--- src/rtl/saradc_cdac_dummy_seq_if.sv ---
// Bus between the SAR controller side and the dummy-CDAC sequencer.
//   master : SAR controller / bench  drives MODE, GEN, SOC, STEP, DEC
//   slave  : saradc_cdac_dummy_seq   drives CRI/CRIB, CRH/CRHB, CRL/CRLB, BUSY, DONE
// NG sets the width of the per-group signals.
interface saradc_cdac_dummy_seq_if #(
  parameter int NG = 4
);
  logic [1:0]    MODE;
  logic [NG-1:0] GEN;
  logic          SOC;
  logic          STEP;
  logic          DEC;
  logic [NG-1:0] CRI, CRIB;
  logic [NG-1:0] CRH, CRHB;
  logic [NG-1:0] CRL, CRLB;
  logic          BUSY;
  logic          DONE;

  modport master (
    output MODE, GEN, SOC, STEP, DEC,
    input  CRI, CRIB, CRH, CRHB, CRL, CRLB, BUSY, DONE
  );

  modport slave (
    input  MODE, GEN, SOC, STEP, DEC,
    output CRI, CRIB, CRH, CRHB, CRL, CRLB, BUSY, DONE
  );
endinterface

--- src/rtl/saradc_cdac_dummy_seq.sv ---
// Sequenced dummy-CDAC driver. Runs NG dummy groups through the same
// sample / break / convert cadence as the active DAC so they draw matched
// switching charge.
//
// Ports:
//   CLK  - block clock
//   RST  - synchronous, active-high reset
//   bus  - saradc_cdac_dummy_seq_if.slave
//          in : MODE (0 STATIC, 1 MIRROR, 2 PRBS, 3 = STATIC), GEN, SOC, STEP, DEC
//          out: CRI/CRIB, CRH/CRHB, CRL/CRLB (per group), BUSY, DONE
//
// Build option: define SARADC_CDAC_DUMMY_PRBS_EN to build the 16-bit LFSR
// and PRBS mode. Without it, MODE=2 behaves as STATIC.
module saradc_cdac_dummy_seq #(
  parameter int          NG        = 4,
  parameter int          NBITS     = 8,
  parameter int          NSAMP     = 4,
  parameter logic [15:0] LFSR_SEED = 16'hACE1
) (
  input logic                    CLK,
  input logic                    RST,
  saradc_cdac_dummy_seq_if.slave bus
);

  localparam int CW = $clog2(NBITS + 1);
  localparam int SW = (NSAMP > 1) ? $clog2(NSAMP) : 1;

  localparam logic [1:0] M_MIRROR = 2'd1;
  localparam logic [1:0] M_PRBS   = 2'd2;

  typedef enum logic [1:0] {IDLE, SAMPLE, BRK, CONV} state_t;

  // A zero seed would lock the PRBS at all-zeros; no hardware is built here,
  // the branch only exists so a bad seed stands out at elaboration review.
  if (LFSR_SEED == 16'h0000) begin : g_seed_zero_locks_prbs
  end

  // Groups that actually switch: enabled and in a switching mode.
  function automatic logic [NG-1:0] act_mask(input logic [1:0] m, input logic [NG-1:0] g);
`ifdef SARADC_CDAC_DUMMY_PRBS_EN
    return (m == M_MIRROR || m == M_PRBS) ? g : '0;
`else
    return (m == M_MIRROR) ? g : '0;
`endif
  endfunction

  state_t         state, nstate;
  logic [1:0]     mode_q, nmode;
  logic [NG-1:0]  gen_q, ngen;
  logic [SW-1:0]  scnt, nscnt;
  logic [CW-1:0]  stepcnt, nstep;
  logic [NG-1:0]  lvl, nlvl;     // per-group level: 1 = CRH, 0 = CRL
  logic [NG-1:0]  brk, nbrk;     // per-group break cycle in progress
  logic [NG-1:0]  tgt_q, ntgt;   // level to take once the break ends
  logic [NG-1:0]  act, tgt, chg;
  logic [NG-1:0]  ncri, ncrh, ncrl;
  logic           nbusy, ndone;
  logic [NG-1:0]  cri_q, crib_q, crh_q, crhb_q, crl_q, crlb_q;
  logic           busy_q, done_q;
`ifdef SARADC_CDAC_DUMMY_PRBS_EN
  logic [15:0]    lfsr, nlfsr;
`endif

  assign act = act_mask(mode_q, gen_q);

  always_comb begin
    nstate = state;
    nmode  = mode_q;
    ngen   = gen_q;
    nscnt  = scnt;
    nstep  = stepcnt;
    nlvl   = lvl;
    nbrk   = brk;
    ntgt   = tgt_q;
    ncri   = '0;
    ncrh   = '0;
    ncrl   = '0;
    nbusy  = busy_q;
    ndone  = 1'b0;
    tgt    = {NG{bus.DEC}};
    chg    = '0;
`ifdef SARADC_CDAC_DUMMY_PRBS_EN
    nlfsr  = lfsr;
    if (mode_q == M_PRBS) tgt = lfsr[NG-1:0];
`endif
    case (state)
      IDLE: begin
        nbusy = 1'b0;
        if (bus.SOC) begin
          nstate = SAMPLE;
          nmode  = bus.MODE;
          ngen   = bus.GEN;
          nscnt  = '0;
          nstep  = '0;
          nbrk   = '0;
          nbusy  = 1'b1;
          ncri   = act_mask(bus.MODE, bus.GEN);
        end
      end
      SAMPLE: begin
        if (scnt == SW'(NSAMP - 1)) begin
          nstate = BRK;
        end else begin
          nscnt = scnt + SW'(1);
          ncri  = act;
        end
      end
      BRK: begin
        // Conversion always opens from the high reference.
        nstate = CONV;
        nlvl   = '1;
        nbrk   = '0;
        ncrh   = act;
      end
      CONV: begin
        if (stepcnt == CW'(NBITS)) begin
          // Final pattern has been shown for its one cycle.
          nstate = IDLE;
          nbusy  = 1'b0;
          ndone  = 1'b1;
        end else begin
          if (|brk) begin
            // Break ends: breaking groups take the new level; steps are
            // not accepted on this cycle.
            nlvl = (lvl & ~brk) | (tgt_q & brk);
            nbrk = '0;
          end else if (bus.STEP) begin
            chg   = (tgt ^ lvl) & act;
            nbrk  = chg;
            ntgt  = tgt;
            nstep = stepcnt + CW'(1);
`ifdef SARADC_CDAC_DUMMY_PRBS_EN
            if (mode_q == M_PRBS)
              nlfsr = {lfsr[14:0], lfsr[15] ^ lfsr[13] ^ lfsr[12] ^ lfsr[10]};
`endif
          end
          ncrh = nlvl & act & ~nbrk;
          ncrl = ~nlvl & act & ~nbrk;
        end
      end
      default: nstate = IDLE;
    endcase
  end

  always_ff @(posedge CLK) begin
    if (RST) begin
      state   <= IDLE;
      mode_q  <= '0;
      gen_q   <= '0;
      scnt    <= '0;
      stepcnt <= '0;
      lvl     <= '0;
      brk     <= '0;
      tgt_q   <= '0;
      cri_q   <= '0;
      crh_q   <= '0;
      crl_q   <= '0;
      crib_q  <= '1;
      crhb_q  <= '1;
      crlb_q  <= '1;
      busy_q  <= 1'b0;
      done_q  <= 1'b0;
`ifdef SARADC_CDAC_DUMMY_PRBS_EN
      lfsr    <= LFSR_SEED;
`endif
    end else begin
      state   <= nstate;
      mode_q  <= nmode;
      gen_q   <= ngen;
      scnt    <= nscnt;
      stepcnt <= nstep;
      lvl     <= nlvl;
      brk     <= nbrk;
      tgt_q   <= ntgt;
      cri_q   <= ncri;
      crh_q   <= ncrh;
      crl_q   <= ncrl;
      // Complements get their own flops so both rails switch on the edge.
      crib_q  <= ~ncri;
      crhb_q  <= ~ncrh;
      crlb_q  <= ~ncrl;
      busy_q  <= nbusy;
      done_q  <= ndone;
`ifdef SARADC_CDAC_DUMMY_PRBS_EN
      lfsr    <= nlfsr;
`endif
    end
  end

  assign bus.CRI  = cri_q;
  assign bus.CRIB = crib_q;
  assign bus.CRH  = crh_q;
  assign bus.CRHB = crhb_q;
  assign bus.CRL  = crl_q;
  assign bus.CRLB = crlb_q;
  assign bus.BUSY = busy_q;
  assign bus.DONE = done_q;

endmodule

--- src/flat_wrapper.sv ---
// flat-port wrapper written by rule: the top's interface ports become plain ports
module saradc_cdac_dummy_seq_flat 
#(
  parameter int          NG        = 4,
  parameter int          NBITS     = 8,
  parameter int          NSAMP     = 4,
  parameter logic [15:0] LFSR_SEED = 16'hACE1
)
  (CLK, RST, bus_MODE, bus_GEN, bus_SOC, bus_STEP, bus_DEC, bus_CRI, bus_CRIB, bus_CRH, bus_CRHB, bus_CRL, bus_CRLB, bus_BUSY, bus_DONE);
  saradc_cdac_dummy_seq_if #(.NG(NG)) bus_i ();
  input logic CLK;
  input logic RST;
  input wire logic [$bits(bus_i.MODE)-1:0] bus_MODE;
  input wire logic [$bits(bus_i.GEN)-1:0] bus_GEN;
  input wire logic [$bits(bus_i.SOC)-1:0] bus_SOC;
  input wire logic [$bits(bus_i.STEP)-1:0] bus_STEP;
  input wire logic [$bits(bus_i.DEC)-1:0] bus_DEC;
  output wire logic [$bits(bus_i.CRI)-1:0] bus_CRI;
  output wire logic [$bits(bus_i.CRIB)-1:0] bus_CRIB;
  output wire logic [$bits(bus_i.CRH)-1:0] bus_CRH;
  output wire logic [$bits(bus_i.CRHB)-1:0] bus_CRHB;
  output wire logic [$bits(bus_i.CRL)-1:0] bus_CRL;
  output wire logic [$bits(bus_i.CRLB)-1:0] bus_CRLB;
  output wire logic [$bits(bus_i.BUSY)-1:0] bus_BUSY;
  output wire logic [$bits(bus_i.DONE)-1:0] bus_DONE;
  assign bus_i.MODE = bus_MODE;
  assign bus_i.GEN = bus_GEN;
  assign bus_i.SOC = bus_SOC;
  assign bus_i.STEP = bus_STEP;
  assign bus_i.DEC = bus_DEC;
  assign bus_CRI = bus_i.CRI;
  assign bus_CRIB = bus_i.CRIB;
  assign bus_CRH = bus_i.CRH;
  assign bus_CRHB = bus_i.CRHB;
  assign bus_CRL = bus_i.CRL;
  assign bus_CRLB = bus_i.CRLB;
  assign bus_BUSY = bus_i.BUSY;
  assign bus_DONE = bus_i.DONE;
  saradc_cdac_dummy_seq #(.NG(NG), .NBITS(NBITS), .NSAMP(NSAMP), .LFSR_SEED(LFSR_SEED)) u_core (.CLK(CLK), .RST(RST), .bus(bus_i));
endmodule
--- config.mk ---
export PLATFORM = sky130hd
export DESIGN_NAME = saradc_cdac_dummy_seq_flat
export DESIGN_NICKNAME = d
export VERILOG_FILES = /design/src/rtl/saradc_cdac_dummy_seq_if.sv /design/src/rtl/saradc_cdac_dummy_seq.sv /design/src/flat_wrapper.sv
export SDC_FILE = /design/constraint.sdc
export NUM_CORES = 1
export LEC_CHECK = 0
export CORE_UTILIZATION = 40
export DETAILED_ROUTE_END_ITERATION = 6
export PLACE_DENSITY = 0.7
export SLEW_MARGIN = 20
export SYNTH_ARGS = -nofsm -noshare
export SYNTH_HDL_FRONTEND = slang
export SYNTH_SLANG_ARGS = --single-unit
--- constraint.sdc ---
create_clock -name CLK -period 2.5 [get_ports CLK]
set_input_delay 0.5 -clock CLK [delete_from_list [all_inputs] [get_ports CLK]]
set_output_delay 0.5 -clock CLK [all_outputs]
set_load 0.05 [all_outputs]
==> results of run 1 <==
-- stage by stage --
stage | total power (uW) | utilization (%) | instance area [um2] | setup WS [ns] | hold WS [ns]
2_1_floorplan | 1520 | - | 2100 | 0.832 | 0.432
3_3_place_gp | 1720 | 50.3 | 2550 | 0.397 | 0.439
3_5_place_dp | 1740 | 50.3 | 2550 | 0.380 | 0.447
4_1_cts | 2300 | 52.6 | 2670 | 0.525 | 0.460
5_1_grt | 2450 | 52.6 | 2670 | 0.359 | 0.501
6_report | 2300 | 52.6 | 2670 | 0.524 | 0.456
-- worst min-delay path by stage --
stage	startpoint	slack, ns	to	depth (start not counted)
global route	u_core.gen_q[3]	0.50	u_core.gen_q[3]	2
floorplan	u_core.mode_q[0]	0.43	u_core.mode_q[0]	2
finish	u_core.mode_q[0]	0.46	u_core.mode_q[0]	2
detailed placement	u_core.mode_q[0]	0.45	u_core.mode_q[0]	2
CTS	u_core.mode_q[0]	0.46	u_core.mode_q[0]	2
global placement	u_core.mode_q[0]	0.44	u_core.mode_q[0]	2
-- cell families after synthesis --
| kind of cell | Yosys count | share of synthesized area (%) |
|---|---|---|
| compound gates | 44 | 13.2 |
| xor+xnor | 4 | 1.67 |
| fa+ha+maj | 8 | 4.77 |
| buf+inv | 16 | 3.16 |
| flops | 49 | 46.7 |
| mux | 5 | 2.62 |
| simple gates | 109 | 27.8 |
-- layout by cell type (no fill, tap or decap), types with 2 or more instances in the layout --
cell                              netlist  routed
sky130_fd_sc_hd__a211oi_1               2       2
sky130_fd_sc_hd__a21oi_1               19      19
sky130_fd_sc_hd__a22o_1                 5       5
sky130_fd_sc_hd__a22oi_1                2       2
sky130_fd_sc_hd__a32o_1                 3       3
sky130_fd_sc_hd__and2_1                 8       8
sky130_fd_sc_hd__buf_4                  1       7
sky130_fd_sc_hd__clkbuf_8               0       5
sky130_fd_sc_hd__clkdlybuf4s50_1        0      36
sky130_fd_sc_hd__dfxtp_1               49      49
sky130_fd_sc_hd__ha_1                   8       8
sky130_fd_sc_hd__inv_1                  5       5
sky130_fd_sc_hd__mux2_2                 4       4
sky130_fd_sc_hd__nand2_1               22      22
sky130_fd_sc_hd__nand3_1               11      11
sky130_fd_sc_hd__nand3b_1               2       2
sky130_fd_sc_hd__nand4_1                2       2
sky130_fd_sc_hd__nand4b_1               2       2
sky130_fd_sc_hd__nor2_1                22      22
sky130_fd_sc_hd__nor2b_1                6       6
sky130_fd_sc_hd__nor3_1                14      14
sky130_fd_sc_hd__nor4_1                 3       3
sky130_fd_sc_hd__nor4_4                 2       2
sky130_fd_sc_hd__o21ai_0                7       7
sky130_fd_sc_hd__or3_1                  6       6
sky130_fd_sc_hd__or4_1                  4       4
sky130_fd_sc_hd__xnor2_1                4       4
-- metal layers --
metal | up-vias | wire length [um] | global-route usage, %
li1 | 916 | - | -
met1 | 834 | 2020 | 22.5
met2 | 35 | 2090 | 27.6
met3 | 7 | 166 | 2.98
met4 | 0 | 83 | 6.92
met5 | - | 0 | 0
-- cells in the mapped netlist (all sizes together) (5+ instances only) --
master	count	share of area, %
nand2	23	4.2
and2	8	2.4
or3	6	1.8
clkbuf	7	1.3
nor2b	6	1.8
nor4	5	2.9
a21oi	19	4.5
dfxtp	49	47
a22o	5	2.1
inv	5	0.89
nand3	11	2.6
ha	8	4.8
nor2	22	3.9
o21ai	7	1.7
nor3	14	3.3
-- flip-flops by register name, indices dropped and copies added (netlist names) --
| signal | cells |
|---|---|
| u_core.stepcnt | 4 |
| u_core.state | 2 |
| u_core.bus.CRI | 4 |
| u_core.bus.CRIB | 4 |
| u_core.bus.CRHB | 4 |
| u_core.brk | 4 |
| u_core.mode_q | 2 |
| u_core.bus.CRLB | 4 |
| u_core.bus.CRL | 4 |
| u_core.bus.BUSY | 1 |
| u_core.bus.CRH | 4 |
| u_core.lvl | 4 |
| u_core.bus.DONE | 1 |
| u_core.gen_q | 4 |
| u_core.tgt_q | 1 |
| u_core.scnt | 2 |
-- power by group through the flow --
stage,clock network (uW),logic [uW],registers [uW]
2_1_floorplan,0,548,974
3_3_place_gp,0,773,949
3_5_place_dp,0,783,953
5_1_grt,615,886,949
6_report,573,789,935
4_1_cts,584,786,934
-- area by class of cell --
| class | instances | area (um2) | share of cell area (%) |
|---|---|---|---|
| tap | 70 | 87.6 | 3.28 |
| clock inverter | 3 | 46.3 | 1.74 |
| multi-input combinational | 170 | 1050 | 39.4 |
| clock buffer | 5 | 68.8 | 2.58 |
| timing repair buffer | 43 | 413 | 15.5 |
| inverter | 5 | 18.8 | 0.704 |
| sequential | 49 | 981 | 36.8 |
-- worst register-to-register path: cells and delay by family (launching register included) --
family,cells,cell delay (ns)
flip-flops,1,0.43
adder cells (fa/ha/maj),1,0.43
AND/OR/NAND/NOR,4,1.00
==> impl_metrics.csv, run 1 <==
group,metric,value,unit
setup_path,endpoint,"u_core.bus.CRHB[1]",
setup_path,worstSetupPathDepth,5,
setup_path,critical_path.n_buffers_inverters,0,
finish,post_route_cells_drive_above_1_share,8.36,%
grt,grt_antenna_before_repair,0,
timing,rsz0062_at_grt,"no",
cts,clk_path_buf_depth,2,
routing,viasPerCell,5.19,
setup_path,start_kind,"flip-flop",
setup_path,critPathTopFamily,"simple AND/OR/NAND/NOR gates",
grt,grt.total_usage,17.1,%
power_and_ir_drop,internal-power,1470,uW
finish,insertedDiodeCount,0,
setup_path,regToRegSetupSlack,0.52,ns
timing,hold_viol_final,0,
synthesis,synth-edff-count,0,
routing,post_drt_wl_per_cell,12.6,um
setup_path,beginning_of_the_critical_path,"u_core.state[0]",
placement,hpwl,3170,um
floorplanning,fp.dieArea,5540,um2
cts,cts.sinks,49,
grt,grt_pass1_wl,7200,um
setup_path,rr_endpoint,"u_core.bus.CRHB[1]",
timing,period_minus_slack,1.98,ns
placement,placedCellCount,337,
placement,place_congestion,0.866,
routing,route.detailed.drc,0,
floorplanning,fp-row-count,26,
timing,final.setup_skew,0.00577,ns
power_and_ir_drop,static-leakage-power,0.000949,uW
power_and_ir_drop,power.share.sequential,40.7,%
cts,ctsHoldBuffers,0,
power_and_ir_drop,switchingPower,831,uW
timing,timing_worst_slew_pin_value,0.527,ns
finish,final_nets,293,
floorplanning,vert_die_dim,74.5,um
cts,insertion_delay,0.30,ns
floorplanning,placeableCoreArea,5070,um2
power_and_ir_drop,power_density,861,nW/um2
synthesis,yosys.cell_types.count,40,
timing,clock.fmax,506,MHz
cts,cts.htree.levels,2,
setup_path,cell_repeated_most_along_the_worst_path,"sky130_fd_sc_hd__nor2_1",
synthesis,synth-seq-cells,49,
power_and_ir_drop,clock_power_share,24.9,%
synthesis,avgSynthCellArea,8.93,um2
grt,gr-total-overflow,0,
finish,fin_cells,345,
cts,post_cts_resized,0,
synthesis,synth_seq_area_share,46.7,%
setup_path,worst_ep_required_time,2.69,ns
timing,timing.setup.tns,0,ns
power_and_ir_drop,switching_share,36.2,%
power_and_ir_drop,pwr-share-comb,34.4,%
cts,numCtsBuffers,5,
floorplanning,top_level_ports,37,
setup_path,critical-path-max-stage-delay,0.43,ns
routing,routed_wl,4360,um
routing,firstDrtPassIters,4,
routing,final_antenna_net_count,0,
cts,post-cts-setup-buffer-count,0,
routing,detailedRoute.firstIterationViolations,91,
power_and_ir_drop,vdd_ir_drop_max,0.000390,V
synthesis,synthesis.instances,235,
timing,finalSetupViolations,0,
synthesis,yosys_most_used_dff,"sky130_fd_sc_hd__dfxtp_1",
min_path,timing.hold.worst.class,"flip-flop to flip-flop",
setup_path,wp_data_arrival,2.17,ns
synthesis,synth.cell_area,2100,um2
setup_path,worst-path-max-fanout,13,
finish,nFillCells,525,
synthesis,synth_fp_nets,254,
run_status,status,"complete, no violations",
cts,cts.clk_slew.worst_paths,0.09,ns
cts,cts-root-buf,"sky130_fd_sc_hd__clkbuf_8",
floorplanning,die_width,74.5,um
synthesis,async_sr_flop_fraction,0,%
setup_path,timing_worst_setup_path_type,"flip-flop to flip-flop",
timing,timing.max_slew.rel_slack,64.8,%
setup_path,timing.rr.start,"u_core.state[0]",
setup_path,worstRegToRegCells,5,
cts,clock_tree_from_tritoncts,"done",
synthesis,yosys_warnings,0,
setup_path,cells_traversed_along_the_worst_timing_path,"ha_1 -> nor2_1 -> nor2_1 -> nand3_1 -> or3_1",
job,max-cap-violations,0,
finish,layout-area-overhead-vs-synth,27.1,%
routing,num_vias,1792,
setup_path,cpMaxStageDelayCell,"sky130_fd_sc_hd__dfxtp_1",
floorplanning,starting_density_of_the_core,41.4,%
grt,first_global_vias,1539,
placement,numPortBuffers,36,
timing,min_period_over_period,79.0,%
setup_path,endpoint_kind,"flip-flop",
grt,grt_start_max_net_pins,18,
timing,report.final.slew_viol_count,0,
Note: power is estimated with default switching activity, not from simulation.
==> run 2: changes to the inputs <==
PLACE_DENSITY = 0.73   (was 0.7)
clock period = 1.8 ns   (was 2.5 ns; I/O delays follow)
==> run 2 against run 1 <==
  * Global-route usage rose by 0.090 points
  * Clock power increased by 9.6%
  * Routed wire length increased by 6.4%
  * Largest power group is now combinational cells
  * Highest routed layer unchanged
  * Worst hold slack better by 0.0059 ns
  * Clock skew up 0.0016 ns
  * Total power up 41%
  * Register-to-register slack worse by 0.42 ns
  * Final cell count rose by 6.7%
  * Sequential power grew 38%
  * Combinational power grew 66%
  * Clock-buffer cell count increased by 1
  * Critical path depth fell by 4
==> impl_metrics.csv, run 2 (same netlist as run 1, synthesis figures left out) <==
group,metric,value,unit
setup_path,worstRegToRegCells,6,
finish,most_used_cells_in_the_layout_excluding_fill_and_tap_cells,"sky130_fd_sc_hd__dfxtp_1 (49), sky130_fd_sc_hd__buf_4 (42), sky130_fd_sc_hd__nor2_1 (22)",
floorplanning,die_width,74.5,um
timing,min_period_over_period,97.5,%
grt,grt_start_max_net_pins,16,
setup_path,rr_endpoint,"u_core.stepcnt[3]",
power_and_ir_drop,pwr-share-comb,40.5,%
finish,layout.cell_area.non_filler,2840,um2
placement,hpwl,3420,um
floorplanning,starting_density_of_the_core,41.4,%
cts,numCtsBuffers,5,
placement,placed_area,2680,um2
setup_path,regToRegSetupSlack,0.10,ns
cts,clock_tree_from_tritoncts,"done",
routing,viasPerCell,5.01,
timing,period_minus_slack,1.75,ns
power_and_ir_drop,switchingPower,1180,uW
setup_path,beginning_of_the_critical_path,"u_core.bus.CRIB[2]",
grt,gr-total-overflow,0,
timing,hold_viol_final,0,
finish,multi_input_comb_area,1070,um2
cts,insertion_delay,0.29,ns
power_and_ir_drop,power.share.sequential,40.0,%
setup_path,critical-path-max-stage-delay,0.79,ns
cts,cts-root-buf,"sky130_fd_sc_hd__clkbuf_8",
setup_path,worstSetupPathDepth,1,
timing,timing.max_slew.rel_slack,65.5,%
setup_path,endpoint,"bus_CRIB[2]",
routing,firstDrtPassIters,4,
setup_path,cpMaxStageDelayCell,"sky130_fd_sc_hd__clkdlybuf4s50_1",
setup_path,timing_worst_setup_path_type,"flip-flop to output port",
grt,grt_antenna_before_repair,0,
routing,detailedRoute.firstIterationViolations,78,
finish,final_nets,316,
timing,clock.fmax,570,MHz
finish,layout-area-overhead-vs-synth,35.2,%
setup_path,wp_data_arrival,1.39,ns
routing,final_antenna_net_count,0,
setup_path,worst-path-max-fanout,1,
cts,cts.htree.levels,2,
timing,worst_hold_slack,0.462,ns
finish,final_common_cell,"sky130_fd_sc_hd__dfxtp_1",
power_and_ir_drop,clock_power_share,19.4,%
finish,insertedDiodeCount,0,
timing,report.final.slew_viol_count,0,
setup_path,endpoint_kind,"output port",
run_status,status,"complete, no violations",
power_and_ir_drop,power_density,1140,nW/um2
setup_path,cells_traversed_along_the_worst_timing_path,"clkdlybuf4s50_1",
power_and_ir_drop,switching_share,36.6,%
timing,finalSetupViolations,0,
setup_path,start_kind,"flip-flop",
placement,numPortBuffers,36,
grt,first_global_vias,1560,
floorplanning,fp.dieArea,5540,um2
cts,cts.clk_slew.worst_paths,0.09,ns
timing,final.setup_skew,0.00740,ns
job,max-cap-violations,0,
floorplanning,vert_die_dim,74.5,um
finish,register_area,981,um2
min_path,timing.hold.worst.class,"flip-flop to flip-flop",
timing,timing_worst_slew_pin_value,0.516,ns
placement,place_congestion,0.824,
routing,post_drt_wl_per_cell,12.6,um
finish,nFillCells,456,
cts,clk_path_buf_depth,2,
power_and_ir_drop,vdd_ir_drop_max,0.000548,V
placement,placedCellCount,357,
setup_path,worst_ep_required_time,1.44,ns
floorplanning,fp-row-count,26,
routing,num_vias,1842,
cts,cts.sinks,49,
routing,routed_wl,4640,um
finish,post_route_cells_drive_above_1_share,21.5,%
routing,route.detailed.drc,0,
setup_path,critical_path.n_buffers_inverters,1,
floorplanning,top_level_ports,37,
finish,post_layout_utilization_of_the_core,55.9,%
setup_path,critPathTopFamily,"buffers and inverters",
power_and_ir_drop,static-leakage-power,0.00117,uW
floorplanning,placeableCoreArea,5070,um2
setup_path,timing.rr.start,"u_core.stepcnt[0]",
grt,grt.total_usage,17.2,%
cts,ctsHoldBuffers,0,
power_and_ir_drop,internal-power,2050,uW
grt,grt_pass1_wl,7330,um
finish,fin_cells,368,
-- run 2: changes by cell type in the layout (fill, tap and decap cells not counted), sizes merged --
cell / delta
buf: +36
clkdlybuf4s50: -24
dlymetal6s2s: +11
bufinv: -1
clkbuf: +1
clkinv: -1
clkinvlp: +1
-- run 2: worst min-delay path by stage --
stage / slack, ns / to / depth (start not counted) / start
2_1_floorplan: 0.43 / u_core.mode_q[0] / 2 / u_core.mode_q[0]
3_3_place_gp: 0.44 / u_core.mode_q[1] / 2 / u_core.mode_q[1]
3_5_place_dp: 0.44 / u_core.mode_q[0] / 2 / u_core.mode_q[0]
4_1_cts: 0.46 / u_core.mode_q[0] / 2 / u_core.mode_q[0]
5_1_grt: 0.49 / u_core.gen_q[3] / 2 / u_core.gen_q[3]
6_report: 0.46 / u_core.mode_q[0] / 2 / u_core.mode_q[0]
-- run 2: layout make-up --
cell class / instances / share of cell area (%)
clock buffers: 6 / 2.56
clock inverters: 2 / 0.529
multi-input cells: 170 / 37.7
flip-flops and latches: 49 / 34.6
well taps: 70 / 3.09
repair buffers: 66 / 20.9
inverters: 5 / 0.661
-- run 2: power groups by stage --
| stage | logic [uW] | clock network, uW | registers [uW] |
|---|---|---|---|
| CTS | 1270 | 642 | 1290 |
| floorplan | 761 | 0 | 1350 |
| global placement | 1230 | 0 | 1310 |
| detailed placement | 1260 | 0 | 1320 |
| global route | 1440 | 688 | 1310 |
| finish | 1310 | 628 | 1290 |
-- run 2: timing repair --
item | 4_1_cts | 5_1_grt
buffers inserted | 0 | 3
resized for setup | 0 | 17
setup endpoints to repair | 0 | 27
-- run 2: per-stage QoR --
| step | worst slack, ns | TNS, ns | total power [uW] |
|---|---|---|---|
| final | 0.0459 | 0 | 3230 |
| after global routing | -0.00561 | -0.0103 | 3430 |
| after CTS | 0.0180 | 0 | 3200 |
| after detailed placement | -0.0355 | -0.109 | 2580 |
| after global placement | 0.00108 | 0 | 2540 |
| after floorplan | 0.132 | 0 | 2110 |
-- run 2: layer usage --
| metal | global-route usage, % | share of wire [%] | wire [um] |
|---|---|---|---|
| met1 | 23.0 | 48 | 2250 |
| met2 | 28.4 | 47 | 2190 |
| met4 | 4.40 | 1.3 | 59 |
| met3 | 3.25 | 3.0 | 138 |
| met5 | 0 | 0 | 0 |
